## src/rtl/slug_io_pkg.sv

```systemverilog
// Shared types and port_in/port_out bit-lane positions for the slug button input port.
package slug_io_pkg;

  typedef enum logic [1:0] {
    STABLE_LO = 2'd0,
    WAIT_HI   = 2'd1,
    STABLE_HI = 2'd2,
    WAIT_LO   = 2'd3
  } deb_state_t;

  localparam int PIN_LEVEL_LSB      = 0;
  localparam int PIN_PRESS_LSB      = 8;
  localparam int PIN_RELEASE_LSB    = 16;
  localparam int PIN_COUNT_LSB      = 24;
  localparam int POUT_PRESS_CLR_LSB = 8;
  localparam int POUT_REL_CLR_LSB   = 16;
  localparam int POUT_ACK_BIT       = 31;

endpackage

```

## src/rtl/slug_debounce.sv

```systemverilog
// One button channel: two-flop synchroniser, counter debouncer and edge pulses.
//
// state     | meaning
// ----------+-----------------------------------------------------------
// STABLE_LO | accepted level is 0, synced input agrees
// WAIT_HI   | synced input went 1, counting how long it stays there
// STABLE_HI | accepted level is 1, synced input agrees
// WAIT_LO   | synced input went 0, counting how long it stays there
module slug_debounce
  import slug_io_pkg::*;
#(
  parameter int DEBOUNCE_CYCLES = 1000000,
  parameter int CNT_W           = $clog2(DEBOUNCE_CYCLES + 1)
) (
  input  logic clk,
  input  logic rst,
  input  logic btn_i,
  output logic level_o,
  output logic rise_o,
  output logic fall_o
);

  localparam logic [CNT_W-1:0] CNT_LAST = CNT_W'(DEBOUNCE_CYCLES - 1);
  localparam logic [CNT_W-1:0] CNT_ONE  = CNT_W'(1);

  logic             sync1_q, sync2_q;
  deb_state_t       state_q, state_d;
  logic [CNT_W-1:0] cnt_q, cnt_d;

  // Plain two-flop synchroniser; nothing may sit between the flops.
  always_ff @(posedge clk) begin
    if (!rst) begin
      sync1_q <= 1'b0;
      sync2_q <= 1'b0;
    end else begin
      sync1_q <= btn_i;
      sync2_q <= sync1_q;
    end
  end

  // Debounce state and hold counter registers.
  always_ff @(posedge clk) begin
    if (!rst) begin
      state_q <= STABLE_LO;
      cnt_q   <= '0;
    end else begin
      state_q <= state_d;
      cnt_q   <= cnt_d;
    end
  end

  // Next state; rise/fall pulse on the same edge the accepted level flips.
  always_comb begin
    state_d = state_q;
    cnt_d   = cnt_q;
    rise_o  = 1'b0;
    fall_o  = 1'b0;
    case (state_q)
      STABLE_LO: begin
        if (sync2_q) begin
          state_d = WAIT_HI;
          cnt_d   = CNT_ONE;
        end
      end
      WAIT_HI: begin
        if (!sync2_q) begin
          state_d = STABLE_LO;
          cnt_d   = '0;
        end else if (cnt_q == CNT_LAST) begin
          state_d = STABLE_HI;
          cnt_d   = '0;
          rise_o  = 1'b1;
        end else begin
          cnt_d = cnt_q + CNT_ONE;
        end
      end
      STABLE_HI: begin
        if (!sync2_q) begin
          state_d = WAIT_LO;
          cnt_d   = CNT_ONE;
        end
      end
      WAIT_LO: begin
        if (sync2_q) begin
          state_d = STABLE_HI;
          cnt_d   = '0;
        end else if (cnt_q == CNT_LAST) begin
          state_d = STABLE_LO;
          cnt_d   = '0;
          fall_o  = 1'b1;
        end else begin
          cnt_d = cnt_q + CNT_ONE;
        end
      end
      default: begin
        state_d = STABLE_LO;
        cnt_d   = '0;
      end
    endcase
  end

  assign level_o = (state_q == STABLE_HI) || (state_q == WAIT_LO);

endmodule

```

## src/rtl/slug_port_in_buttons.sv

```systemverilog
// Button/switch input port for the slug CPU: debounced levels, sticky
// press/release flags acknowledged over port_out, and a press event counter.
module slug_port_in_buttons
  import slug_io_pkg::*;
#(
  parameter int N_IN            = 4,
  parameter int DEBOUNCE_CYCLES = 1000000,
  parameter int CNT_W           = $clog2(DEBOUNCE_CYCLES + 1)
) (
  input  logic            clk,
  input  logic            rst,
  input  logic [N_IN-1:0] btn_raw,
  input  logic [31:0]     port_out,
  output logic [31:0]     port_in
);

  logic [N_IN-1:0] level, rise, fall;
  logic [N_IN-1:0] press_q, press_d;
  logic [N_IN-1:0] rel_q, rel_d;
  logic [7:0]      evt_q, evt_d, evt_inc;
  logic            ack_prev_q;
  logic            ack_clr;
  logic [31:0]     port_in_q, pin_d;
  logic            unused_pout;

  for (genvar g = 0; g < N_IN; g++) begin : g_ch
    slug_debounce #(
      .DEBOUNCE_CYCLES(DEBOUNCE_CYCLES),
      .CNT_W          (CNT_W)
    ) u_deb (
      .clk    (clk),
      .rst    (rst),
      .btn_i  (btn_raw[g]),
      .level_o(level[g]),
      .rise_o (rise[g]),
      .fall_o (fall[g])
    );
  end

  // Only some port_out bits carry meaning here; the rest are deliberately ignored.
  assign unused_pout = ^port_out;

  // One clear per rising edge of the ACK strobe.
  assign ack_clr = port_out[POUT_ACK_BIT] & ~ack_prev_q;

  // Flag update: clear first, then OR in new events so a same-cycle event survives.
  always_comb begin
    press_d = press_q;
    rel_d   = rel_q;
    if (ack_clr) begin
      press_d = press_q & ~port_out[POUT_PRESS_CLR_LSB +: N_IN];
      rel_d   = rel_q & ~port_out[POUT_REL_CLR_LSB +: N_IN];
    end
    press_d = press_d | rise;
    rel_d   = rel_d | fall;
    evt_inc = '0;
    for (int i = 0; i < N_IN; i++) begin
      evt_inc = evt_inc + 8'(rise[i]);
    end
    evt_d = evt_q + evt_inc;
  end

  // Pack the CPU-visible word; unused channel bits stay 0.
  always_comb begin
    pin_d = '0;
    pin_d[PIN_LEVEL_LSB +: N_IN]   = level;
    pin_d[PIN_PRESS_LSB +: N_IN]   = press_q;
    pin_d[PIN_RELEASE_LSB +: N_IN] = rel_q;
    pin_d[PIN_COUNT_LSB +: 8]      = evt_q;
  end

  // Flags, counter, ack history and the registered port_in word.
  always_ff @(posedge clk) begin
    if (!rst) begin
      press_q    <= '0;
      rel_q      <= '0;
      evt_q      <= '0;
      ack_prev_q <= 1'b0;
      port_in_q  <= '0;
    end else begin
      press_q    <= press_d;
      rel_q      <= rel_d;
      evt_q      <= evt_d;
      ack_prev_q <= port_out[POUT_ACK_BIT];
      port_in_q  <= pin_d;
    end
  end

  assign port_in = port_in_q;

endmodule

```

## config.mk

```make
export PLATFORM = sky130hd
export DESIGN_NAME = slug_port_in_buttons
export DESIGN_NICKNAME = d
export VERILOG_FILES = /design/src/rtl/slug_io_pkg.sv /design/src/rtl/slug_debounce.sv /design/src/rtl/slug_port_in_buttons.sv
export SDC_FILE = /design/constraint.sdc
export NUM_CORES = 1
export LEC_CHECK = 0
export BUFFER_PORTS_ARGS = -buffer_cell sky130_fd_sc_hd__buf_2
export CAP_MARGIN = 20
export CORE_MARGIN = 2
export CORE_UTILIZATION = 55
export CTS_BUF_LIST = sky130_fd_sc_hd__clkbuf_8
export DETAILED_ROUTE_END_ITERATION = 8
export PLACE_DENSITY = 0.81
export SYNTH_ARGS = -nofsm -noshare
export SYNTH_HDL_FRONTEND = slang
export SYNTH_SLANG_ARGS = --single-unit
export TNS_END_PERCENT = 20
```

## constraint.sdc

```tcl
create_clock -name clk -period 3.65 [get_ports clk]
set_input_delay 0.1825 -clock clk [delete_from_list [all_inputs] [get_ports clk]]
set_output_delay 0.1825 -clock clk [all_outputs]
set_load 0.005 [all_outputs]
```

=== Word-level counts from Yosys, hierarchy flattened ===
Cells that the tools add are included.

* Flip-flop bits (word level): 145
* Output and inout port bits: 32
* Logic and storage cells: 160
* Input bits: 38

* Eq/ne operators: 32
* Add/sub/neg operators: 8
* Bitwise operators: 8
* Reduce and logical (&&, ||, !) cells: 16
* Multiplexer cells: 74

{| class="wikitable"
|+ Operators with widths
! kind !! count
|-
| two-way mux 20 bit || 20
|-
| case mux 20 bit (4 select lines) || 4
|-
| adder 20 x 1 -> 20 bit (second input constant) || 4
|-
| equality test 20 bit (second input constant) || 4
|-
| two-way mux 2 bit || 24
|-
| case mux 2 bit (4 select lines) || 4
|-
| two-way mux 1 bit || 20
|-
| equality test 2 bit (second input constant) || 8
|-
| AND reduction 4 bit || 4
|-
| inequality test 3 x 1 -> 1 bit (second input constant) || 4
|-
| inequality test 3 bit (second input constant) || 4
|-
| adder 8 x 4 -> 8 bit || 1
|-
| bitwise AND 4 bit || 2
|-
| equality test 2 x 1 -> 1 bit (second input constant) || 4
|-
| logical NOT 2 bit || 4
|-
| two-way mux 4 bit || 2
|-
| inequality test 2 x 1 -> 1 bit (second input constant) || 4
|-
| inequality test 2 bit (second input constant) || 4
|-
| NOT 4 bit || 2
|-
| OR 4 bit || 2
|-
| AND reduction 2 bit || 4
|-
| adder 3 x 1 -> 4 bit || 1
|-
| logical OR 1 bit || 4
|-
| adder 2 x 1 -> 3 bit || 1
|-
| 3 further kinds || 3
|}

=== Depth between registers and ports, before layout ===
Gate-level depths: netlist of run 1.

* Depth after elaboration: 8
* Gate-level depth with buffers: 13
* Mapped depth without buffers: 13

=== Modules after synthesis ===
Synthesis of run 1 repeated with hierarchy kept, for this count alone.

* Cell total of the unflattened synthesis: 742
* Area, all modules: 6379.9 um^2

{| class="wikitable"
|+ By module, submodules not included
! module !! cells an instance !! times used !! seq. area each (um^2) !! area an instance (um^2)
|-
| slug_debounce || 153 || 4 || 480.5 || 1258.7
|-
| slug_port_in_buttons || 130 || 1 || 740.7 || 1345.0
|}

=== Worst setup path after synthesis of run 1 ===
Ideal clock, no wire load.

* Path kind: register to register
* From: register g_ch[0].u_deb.cnt_q[0]
* To: register evt_q[4]
* Arrival time: 3.508 ns
* Data required time: 3.535 ns
* Slack: 0.027 ns
* Stages on the path, launching flop included: 13
* Buffers on the path: 0
* Setup time: 0.115 ns
* Clock period less this slack: 3.623 ns
* Path through: dfxtp_1 -> ha_1 -> nand3_1 -> nor4_2 -> nand3_1 -> or3b_1 -> fa_1 -> fa_1 -> fa_1 -> nor2b_1 -> nand2_1 -> xnor2_1 -> and2_1

* Word-level cells in the longest chain between the ends: 8

{| class="wikitable"
|+ Ends and longest elaborated chain
! item !! RTL line !! RTL
|-
| from (decl) || slug_debounce.sv:28 || <nowiki>logic [CNT_W-1:0] cnt_q, cnt_d;</nowiki>
|-
| from (signal assigned) || slug_debounce.sv:48 || <nowiki>cnt_q <= cnt_d;</nowiki>
|-
| equality test 20 bit || slug_debounce.sv:69 || <nowiki>end else if (cnt_q == CNT_LAST) begin</nowiki>
|-
| two-way mux 1 bit || slug_debounce.sv:69 ||
|-
| two-way mux 1 bit || slug_debounce.sv:66 || <nowiki>if (!sync2_q) begin</nowiki>
|-
| two-way mux 1 bit || slug_debounce.sv:58 || <nowiki>case (state_q)</nowiki>
|-
| adder 1 x 1 -> 2 bit || slug_port_in_buttons.sv:58 || <nowiki>evt_inc = evt_inc + 8'(rise[i]);</nowiki>
|-
| adder 2 x 1 -> 3 bit || slug_port_in_buttons.sv:58 ||
|-
| adder 3 x 1 -> 4 bit || slug_port_in_buttons.sv:58 ||
|-
| adder 8 x 4 -> 8 bit || slug_port_in_buttons.sv:60 || <nowiki>evt_d = evt_q + evt_inc;</nowiki>
|-
| to (signal assigned) || slug_port_in_buttons.sv:83 || <nowiki>evt_q <= evt_d;</nowiki>
|-
| to (decl) || slug_port_in_buttons.sv:20 || <nowiki>logic [7:0] evt_q, evt_d, evt_inc;</nowiki>
|}

No other way between the ends.
A chain may end at the register's enable or synchronous reset.

=== Worst setup path in the final report of run 1 ===
* From: register g_ch[0].u_deb.cnt_q[8]
* To: register evt_q[5]

The elaborated chain is that of the path after synthesis.

==> results of run 1 <==
worst min-delay path by stage:
stage                            start                                to  slack, ns  depth (start not counted)
final                     port_out[10]             press_q[2]$_SDFF_PN0_       0.02                          4
after detailed placement    btn_raw[2]  g_ch[2].u_deb.sync1_q$_SDFF_PN0_       0.39                          2
after global placement      btn_raw[2]  g_ch[2].u_deb.sync1_q$_SDFF_PN0_       0.39                          2
after CTS                 port_out[19]               rel_q[3]$_SDFF_PN0_     0.0004                          4
after floorplan           port_out[31]             ack_prev_q$_SDFF_PN0_       0.30                          1
after global routing       port_out[8]             press_q[0]$_SDFF_PN0_       0.02                          4
power by group:
| group | internal, W | switching [W] | leakage, nW | total (W) |
|---|---|---|---|---|
| registers | 0.00146 | 0.00000881 | 1.07 | 0.00147 |
| clock network | 0.000755 | 0.000580 | 0.208 | 0.00134 |
| logic | 0.0000326 | 0.0000599 | 1.43 | 0.0000925 |
final cells by class:
class                      instances  share of cell area (%)
clock buffer                      18                    3.50
clock inverter                    14                    2.61
inverter                          19                    1.01
multi-input combinational        537                    46.7
sequential                       133                    37.6
tap                              140                    2.47
timing repair buffer              66                    6.16
flip-flops by register name, indices dropped and copies added, names as in the netlist, named ones only:
register            cells
g_ch.u_deb.cnt_q       80
g_ch.u_deb.sync1_q      4
ack_prev_q              1
rel_q                   4
g_ch.u_deb.sync2_q      4
evt_q                   8
press_q                 4
port_in                20
g_ch.u_deb.state_q      4
worst max-delay path, delay by kind of cell (launching register included):
family | cells | cell delay, ns
fa+ha+maj | 2 | 0.91
simple gates | 7 | 1.71
flops | 1 | 0.32
compound gates | 1 | 0.19
buf+inv | 1 | 0.14
xor+xnor | 1 | 0.13
repair_timing:
action,4_1_cts,5_1_grt
gates cloned,0,0
hold buffers,7,0
resized for setup,4,1
pin swaps,4,3
setup buffers,2,0
endpoints found under the hold margin,7,0
endpoints found under the setup margin,2,4
cells by family after synthesis:
| group | count (synthesis) |
|---|---|
| simple gates | 330 |
| compound gates | 146 |
| flops | 133 |
| buf+inv | 59 |
| xor+xnor | 29 |
| mux | 12 |
| fa+ha+maj | 8 |
| other cells | 1 |
layout by cell type (no fill, tap or decap), types with 11 or more instances in the layout:
master,count
buf_4,22
buf_2,35
xnor2_1,14
clkbuf_8,18
conb_1,12
nand2_1,88
nor2_1,35
dfxtp_1,133
inv_1,20
and2_1,34
nor2b_1,11
nor3_1,17
mux2i_1,12
nand4_1,19
o21ai_0,27
and3_1,16
a21oi_1,41
xor2_1,15
a31oi_1,32
nand3_1,45
metal layers:
layer / routed length, um / vias up / GRT usage (%) / share of wire (%)
met5: 0 / - / 0 / 0
met4: 292 / 0 / 10.2 / 2.2
met3: 674 / 29 / 6.17 / 5.1
met2: 6340 / 151 / 37.4 / 48
met1: 5970 / 2493 / 29.4 / 45
li1: - / 2673 / - / -
stage by stage:
stage               hold slack, ns  util (%)
floorplan                    0.304         -
global placement             0.392      59.9
detailed placement           0.391      60.0
CTS                       0.000389      64.9
global route                0.0202      65.1
finish                      0.0161      65.1
==> summary.md, run 1 <==
| Metric | Value |
|---|---|
| Overall power | 0.00290 W |
| Setup CP Type | reg2reg |
| Critical Path Sink Type | register |
| Synth Area in XOR/XNOR | 4.11% |
| CTS buffer count | 17 |
| CP endpoint | evt_q[5]$_SDFF_PN0_ |
| Synth top area share | 43.1% |
| Placed Cells incl. Taps | 884 |
| Grt total ovfl | 0 |
| Top cells by area, synth | dfxtp_1, nand2_1, nand3_1 |
| Total Routing Usage GR | 23.3% |
| Fmax | 0.284 GHz |
| RSZ-0062 raised after global routing | true |
| Worst reg2reg startpoint | g_ch[0].u_deb.cnt_q[8]$_SDFFE_PN0P_ |
| Clk buf depth | 2 |
| Leakage | 2.71 nW |
| PortBufs | 34 |
| TNS Setup | 0 ns |
| Clock transition at the registers of the reported paths | 0.08 ns |
| Number of global-route vias before repair | 4920 |
| H-tree levels | 4 |
| Vias | 5346 |
| Final Critical Period | 3.53 ns |
| Skew-Pair Late Insertion Delay | 0.46 ns |
| Pin count of the biggest net entering global routing | 43 |
| Ys flop type | dfxtp_1 |
| Fin nets | 820 |
| Endpoints failing hold | 0 |
| Area of the multi-input gates | 3310 um^2 |
| Register area | 2660 um^2 |
| Reg2reg end | evt_q[5]$_SDFF_PN0_ |
| Ys Warns | 0 |
| Crit path cell chain | or4b_1 -> nor4_2 -> nand3_1 -> or3b_4 -> fa_1 -> fa_2 -> buf_4 -> nor2b_1 -> o21a_1 -> nand3_1 -> xnor2_1 -> and2_1 |
| PwrDens | 409 nW/um^2 |
| Slowest CP cell | or4b_1 |
| GPL Wtd Cong | 0.883 |
| Max stage delay on crit path | 0.55 ns |
| Initial antenna violation count | 0 |
| Die area | 12100 um^2 |
| Worst path arrival time | 3.88 ns |
| Internal reg-to-reg setup slack | 0.12 ns |
| Pre-CTS setup slack | -0.0935 ns |
| CTS tree | yes |
| Area leader, netlist | dfxtp_1 |
| Final ANT Viol Nets | 0 |
| I/O Pins | 70 |
| Core area | 10900 um^2 |
| Design area | 7090 um^2 |
| Worst R2R Path Depth | 12 |
| Ant. Diodes | 0 |
| Synth Area in Adders | 1.98% |
| Status | finished, final reports clean |
| Synth cell count leaders | dfxtp_1, nand2_1, nand3_1 |
| Post-synthesis cell area | 6180 um^2 |
| P&R area growth vs syn | 14.7% |
| Final worst slack | 0.123 ns |
| Post-synthesis sequential area ratio | 43.1% |
| DRT Pass-1 Iters | 5 |
| MaxCap Viol Count | 0 |
| Post-Syn Instances | 718 |
| Worst slew pin tran | 1.04 ns |
| Site row count | 38 |
| Post-route insts no fill | 927 |
| Post-DP Area | 6530 um^2 |
| Origin of the worst setup path | g_ch[0].u_deb.cnt_q[8]$_SDFFE_PN0P_ |
| Asr flop ratio synth | 0% |
| CTS sink cnt | 133 |
| Layout cells sized above 1 | 13.6% |
| CP required | 4.00 ns |
| Starting Density | 56.7% |
| DR vias/cell | 5.77 |
| DPL Wire Length | 8.95 mm |
| Die X | 110 um |
| Crit-path most repeated cell | nand3_1 |
| Final setup fails | 0 |
| Most frequent cell after synthesis | dfxtp_1 |
| Yosys cell types | 60 |
| EDFF count, synth | 0 |
| Root Driver | clkbuf_8 |
| DR WL/cell | 14.3 um |
| Final Slew Violations | 0 |
| Syn Area/Cell | 8.61 um^2 |
| Final worst-path cycle share | 96.6% |
| Rel. slew slack | 30.9% |
| CP Max Fanout | 3 |
| Post-synthesis compound-gate area fraction | 14.8% |
| Peak supply drop | 218 uV |
| Remaining DRCs | 0 |
| Layout Skew | 0.00767 ns |
| Type of origin of the critical path | register |
| Hold Path Class | in2reg |
| First-pass GRT wire length | 22.3 mm |
| Post-synthesis mux area share | 1.94% |
| Largest family of logic cells by synthesized area | simple AND/OR/NAND/NOR gates |
| Number of synthesized register bits | 133 |
| Post-Synth Simple-Gate Area | 29.5% |
| Detailed Route Iter0 Violations | 477 |
| DIE HEIGHT | 110 um |
| Fill count | 866 |
| DRT Wirelength | 13.3 mm |
No activity file was read; power rests on OpenSTA's default activity.
==> inputs of run 2 (changes only) <==
Settings changed: SYNTH_HIERARCHICAL set to 1.
==> summary.md, run 2 <==
| Metric | Value |
|---|---|
| Power share of the clock group | 46.5% (was 46.1%) |
| Total net switching power | 0.000629 W (was 0.000649 W) |
| EDFF count, synth | 0 (unchanged) |
| CP required | 3.99 ns (was 4.00 ns) |
| Worst slew pin tran | 1.03 ns (was 1.04 ns) |
| Area leader, netlist | dfxtp_1 (unchanged) |
| Critical Path Sink Type | register (unchanged) |
| DRT Wirelength | 13.1 mm (was 13.3 mm) |
| Biggest register | g_ch.u_deb/cnt_q (was g_ch.u_deb.cnt_q) |
| Area of the multi-input gates | 3330 um^2 (was 3310 um^2) |
| Ant. Diodes | 0 (unchanged) |
| CTS buffer count | 17 (unchanged) |
| Seq pwr share | 49.8% (was 50.7%) |
| PwrDens | 419 nW/um^2 (was 409 nW/um^2) |
| Synth top area share | 41.7% (was 43.1%) |
| DR vias/cell | 5.80 (was 5.77) |
| Most frequent cells in the layout | dfxtp_1, a21oi_1, nand2_1 (was dfxtp_1, nand2_1, nand3_1) |
| Asr flop ratio synth | 0% (unchanged) |
| Peak supply drop | 315 uV (was 218 uV) |
| MaxCap Viol Count | 0 (unchanged) |
| Share of total power in combinational logic | 3.6% (was 3.2%) |
| Skew-Pair Late Insertion Delay | 0.44 ns (was 0.46 ns) |
| TNS Setup | 0 ns (unchanged) |
| Post-CTS Resized | 0 (was 4) |
| Slowest CP cell | fa_1 (was or4b_1) |
| Crit-path most repeated cell | fa_1 (was nand3_1) |
| Post-synthesis compound-gate area fraction | 17.8% (was 14.8%) |
| Clock transition at the registers of the reported paths | 0.07 ns (was 0.08 ns) |
| RSZ-0062 raised after global routing | false (was true) |
| Ys flop type | dfxtp_1 (unchanged) |
| Hold Path Class | in2reg (unchanged) |
| Post-DP Area | 6560 um^2 (was 6530 um^2) |
| Post-synthesis cell area | 6380 um^2 (was 6180 um^2) |
| CP top delay family | adder cells (was simple AND/OR/NAND/NOR gates) |
| Placed Cells incl. Taps | 885 (was 884) |
| Design area | 7060 um^2 (was 7090 um^2) |
| Setup CP Type | reg2reg (unchanged) |
| Pre-CTS setup slack | 0.343 ns (was -0.0935 ns) |
| Ys Warns | 6 (was 0) |
| Fmax | 0.297 GHz (was 0.284 GHz) |
| Post-synthesis sequential area ratio | 41.7% (was 43.1%) |
| Final Slew Violations | 0 (unchanged) |
| Number of global-route vias before repair | 4975 (was 4920) |
| Grt total ovfl | 0 (unchanged) |
| Layout Skew | 0.00743 ns (was 0.00767 ns) |
| Synth Area in Adders | 1.92% (was 1.98%) |
| Post-Syn Instances | 742 (was 718) |
| Post-Synth Simple-Gate Area | 26.9% (was 29.5%) |
| Core area | 11400 um^2 (was 10900 um^2) |
| Crit path cell chain | ha_1 -> and3_4 -> nand3_1 -> nor3b_1 -> fa_1 -> inv_1 -> fa_1 -> inv_1 -> fa_1 -> nand3_1 -> xnor2_1 -> and2_1 (was or4b_1 -> nor4_2 -> nand3_1 -> or3b_4 -> fa_1 -> fa_2 -> buf_4 -> nor2b_1 -> o21a_1 -> nand3_1 -> xnor2_1 -> and2_1) |
| Post-synthesis mux area share | 2.51% (was 1.94%) |
| Rel. slew slack | 31.0% (was 30.9%) |
| Register area | 2660 um^2 (unchanged) |
| Post-route insts no fill | 922 (was 927) |
| Final setup fails | 0 (unchanged) |
| Top cells by area, synth | dfxtp_1, a21oi_1, nand2_1 (was dfxtp_1, nand2_1, nand3_1) |
| Die area | 12500 um^2 (was 12100 um^2) |
| Final worst slack | 0.283 ns (was 0.123 ns) |
| Synth Area in XOR/XNOR | 2.26% (was 4.11%) |
| Type of origin of the critical path | register (unchanged) |
| Number of synthesized register bits | 133 (unchanged) |
| Commonest non-fill, non-tap cell in the layout | dfxtp_1 (unchanged) |
| Initial antenna violation count | 0 (unchanged) |
| Clk buf depth | 2 (unchanged) |
| Final ANT Viol Nets | 0 (unchanged) |
| Die X | 112 um (was 110 um) |
| Yosys cell types | 46 (was 60) |
| DR WL/cell | 14.2 um (was 14.3 um) |
| WP buf/inv | 2 (was 1) |
| Detailed Route Iter0 Violations | 273 (was 477) |
| Pin count of the biggest net entering global routing | 29 (was 43) |
| Max reg flops | 80 (unchanged) |
| Root Driver | clkbuf_8 (unchanged) |
| Syn Area/Cell | 8.60 um^2 (was 8.61 um^2) |
| First-pass GRT wire length | 22.4 mm (was 22.3 mm) |
| Max stage delay on crit path | 0.48 ns (was 0.55 ns) |
| PortBufs | 34 (unchanged) |
| Endpoints failing hold | 0 (unchanged) |
| DRT Pass-1 Iters | 7 (was 5) |
| Sw frac | 21.2% (was 22.4%) |
| Layout cells sized above 1 | 12.8% (was 13.6%) |
| CTS sink cnt | 133 (unchanged) |
| Largest family of logic cells by synthesized area | simple AND/OR/NAND/NOR gates (unchanged) |
| Int Pwr | 0.00233 W (was 0.00225 W) |
| P&R area growth vs syn | 10.7% (was 14.7%) |
| Final Critical Period | 3.37 ns (was 3.53 ns) |
| Site row count | 39 (was 38) |
| CP Max Fanout | 9 (was 3) |
| H-tree levels | 4 (unchanged) |
| Leakage | 2.64 nW (was 2.71 nW) |
| GPL Wtd Cong | 0.854 (was 0.883) |
| CTS tree | yes (unchanged) |
| I/O Pins | 70 (unchanged) |
| DPL Wire Length | 8.98 mm (was 8.95 mm) |
| Vias | 5345 (was 5346) |
| Fin nets | 812 (was 820) |
| Total Routing Usage GR | 21.5% (was 23.3%) |
| Most frequent cell after synthesis | dfxtp_1 (unchanged) |
| Number of post-CTS setup repair buffers | 0 (was 2) |
| Worst path arrival time | 3.71 ns (was 3.88 ns) |
| Remaining DRCs | 0 (unchanged) |
| DIE HEIGHT | 112 um (was 110 um) |
| Status | finished, final reports clean (unchanged) |
| Synth cell count leaders | dfxtp_1, a21oi_1, nand2_1 (was dfxtp_1, nand2_1, nand3_1) |
| Final worst-path cycle share | 92.3% (was 96.6%) |
| Fill count | 931 (was 866) |
| Starting Density | 56.1% (was 56.7%) |
[run 2: cell count changes after synthesis, sizes merged, moves of 7 or more]
| cell | delta |
|---|---|
| a21boi | -7 |
| nor3b | +9 |
| nor3 | -13 |
| o22ai | +8 |
| nor2 | -8 |
| nor2b | +7 |
| a21oi | +26 |
| inv | +17 |
| xor2 | -10 |
| nand2 | -14 |
| or2b | +8 |
| and4 | +14 |
| clkbuf | +13 |
[run 2: logic make-up after synthesis]
group,count (synthesis)
XOR/XNOR,13
AO/OA/AOI/OAI,176
adder cells (fa/ha/maj),8
AND/OR/NAND/NOR,303
multiplexers,16
other,1
flip-flops,133
buffers and inverters,92
[run 2: cell type report]
cell class	instances	area share, %
multi-input combinational	528	47.1
sequential	133	37.7
clock buffer	22	4.29
timing repair buffer	50	4.29
tap	143	2.53
clock inverter	10	2.14
inverter	36	1.91
[run 2: routing by layer]
metal,track usage (%),routed length (um)
met1,27.2,6120
met4,7.98,105
met5,0,0
met2,35.2,6290
met3,6.15,613
[run 2: repair_timing]
action	CTS	global route
hold buffers	5	0
endpoints found under the setup margin	0	0
hold endpoints to repair	5	0
[run 2: power groups by stage]
stage | Combinational [W] | Clock [W] | Sequential, W
after floorplan | 0.0000829 | 0 | 0.00150
after global placement | 0.0000990 | 0 | 0.00151
after detailed placement | 0.000103 | 0 | 0.00151
after CTS | 0.000107 | 0.00140 | 0.00147
after global routing | 0.000121 | 0.00146 | 0.00147
final | 0.000108 | 0.00138 | 0.00147
[run 2: worst paths after layout]
kind,start,end,slack (ns),cells past startpoint
setup / recovery,g_ch[1].u_deb/cnt_q[0]$_SDFFE_PN0P_,evt_q[4]$_SDFF_PN0_,0.28,12
hold / removal,port_out[10],press_q[2]$_SDFF_PN0_,0.06,4
setup reg to reg,g_ch[1].u_deb/cnt_q[0]$_SDFFE_PN0P_,evt_q[4]$_SDFF_PN0_,0.28,12
hold reg to reg,g_ch[1].u_deb/sync1_q$_SDFF_PN0_,g_ch[1].u_deb/sync2_q$_SDFF_PN0_,0.44,1
[run 2: through the flow]
step | hold WS [ns] | power [W] | util, %
finish | 0.0562 | 0.00296 | 62.1
global route | 0.0709 | 0.00306 | 62.1
CTS | 0.0346 | 0.00298 | 62.1
detailed placement | 0.391 | 0.00161 | 57.7
global placement | 0.389 | 0.00160 | 57.7
floorplan | 0.304 | 0.00158 | -
[run 2: worst min-delay path, delay by kind of cell]
| kind | cells | cell delay [ns] |
|---|---|---|
| AND/OR/NAND/NOR | 2 | 0.13 |
| buffers and inverters | 1 | 0.09 |
| AO/OA/AOI/OAI | 1 | 0.05 |
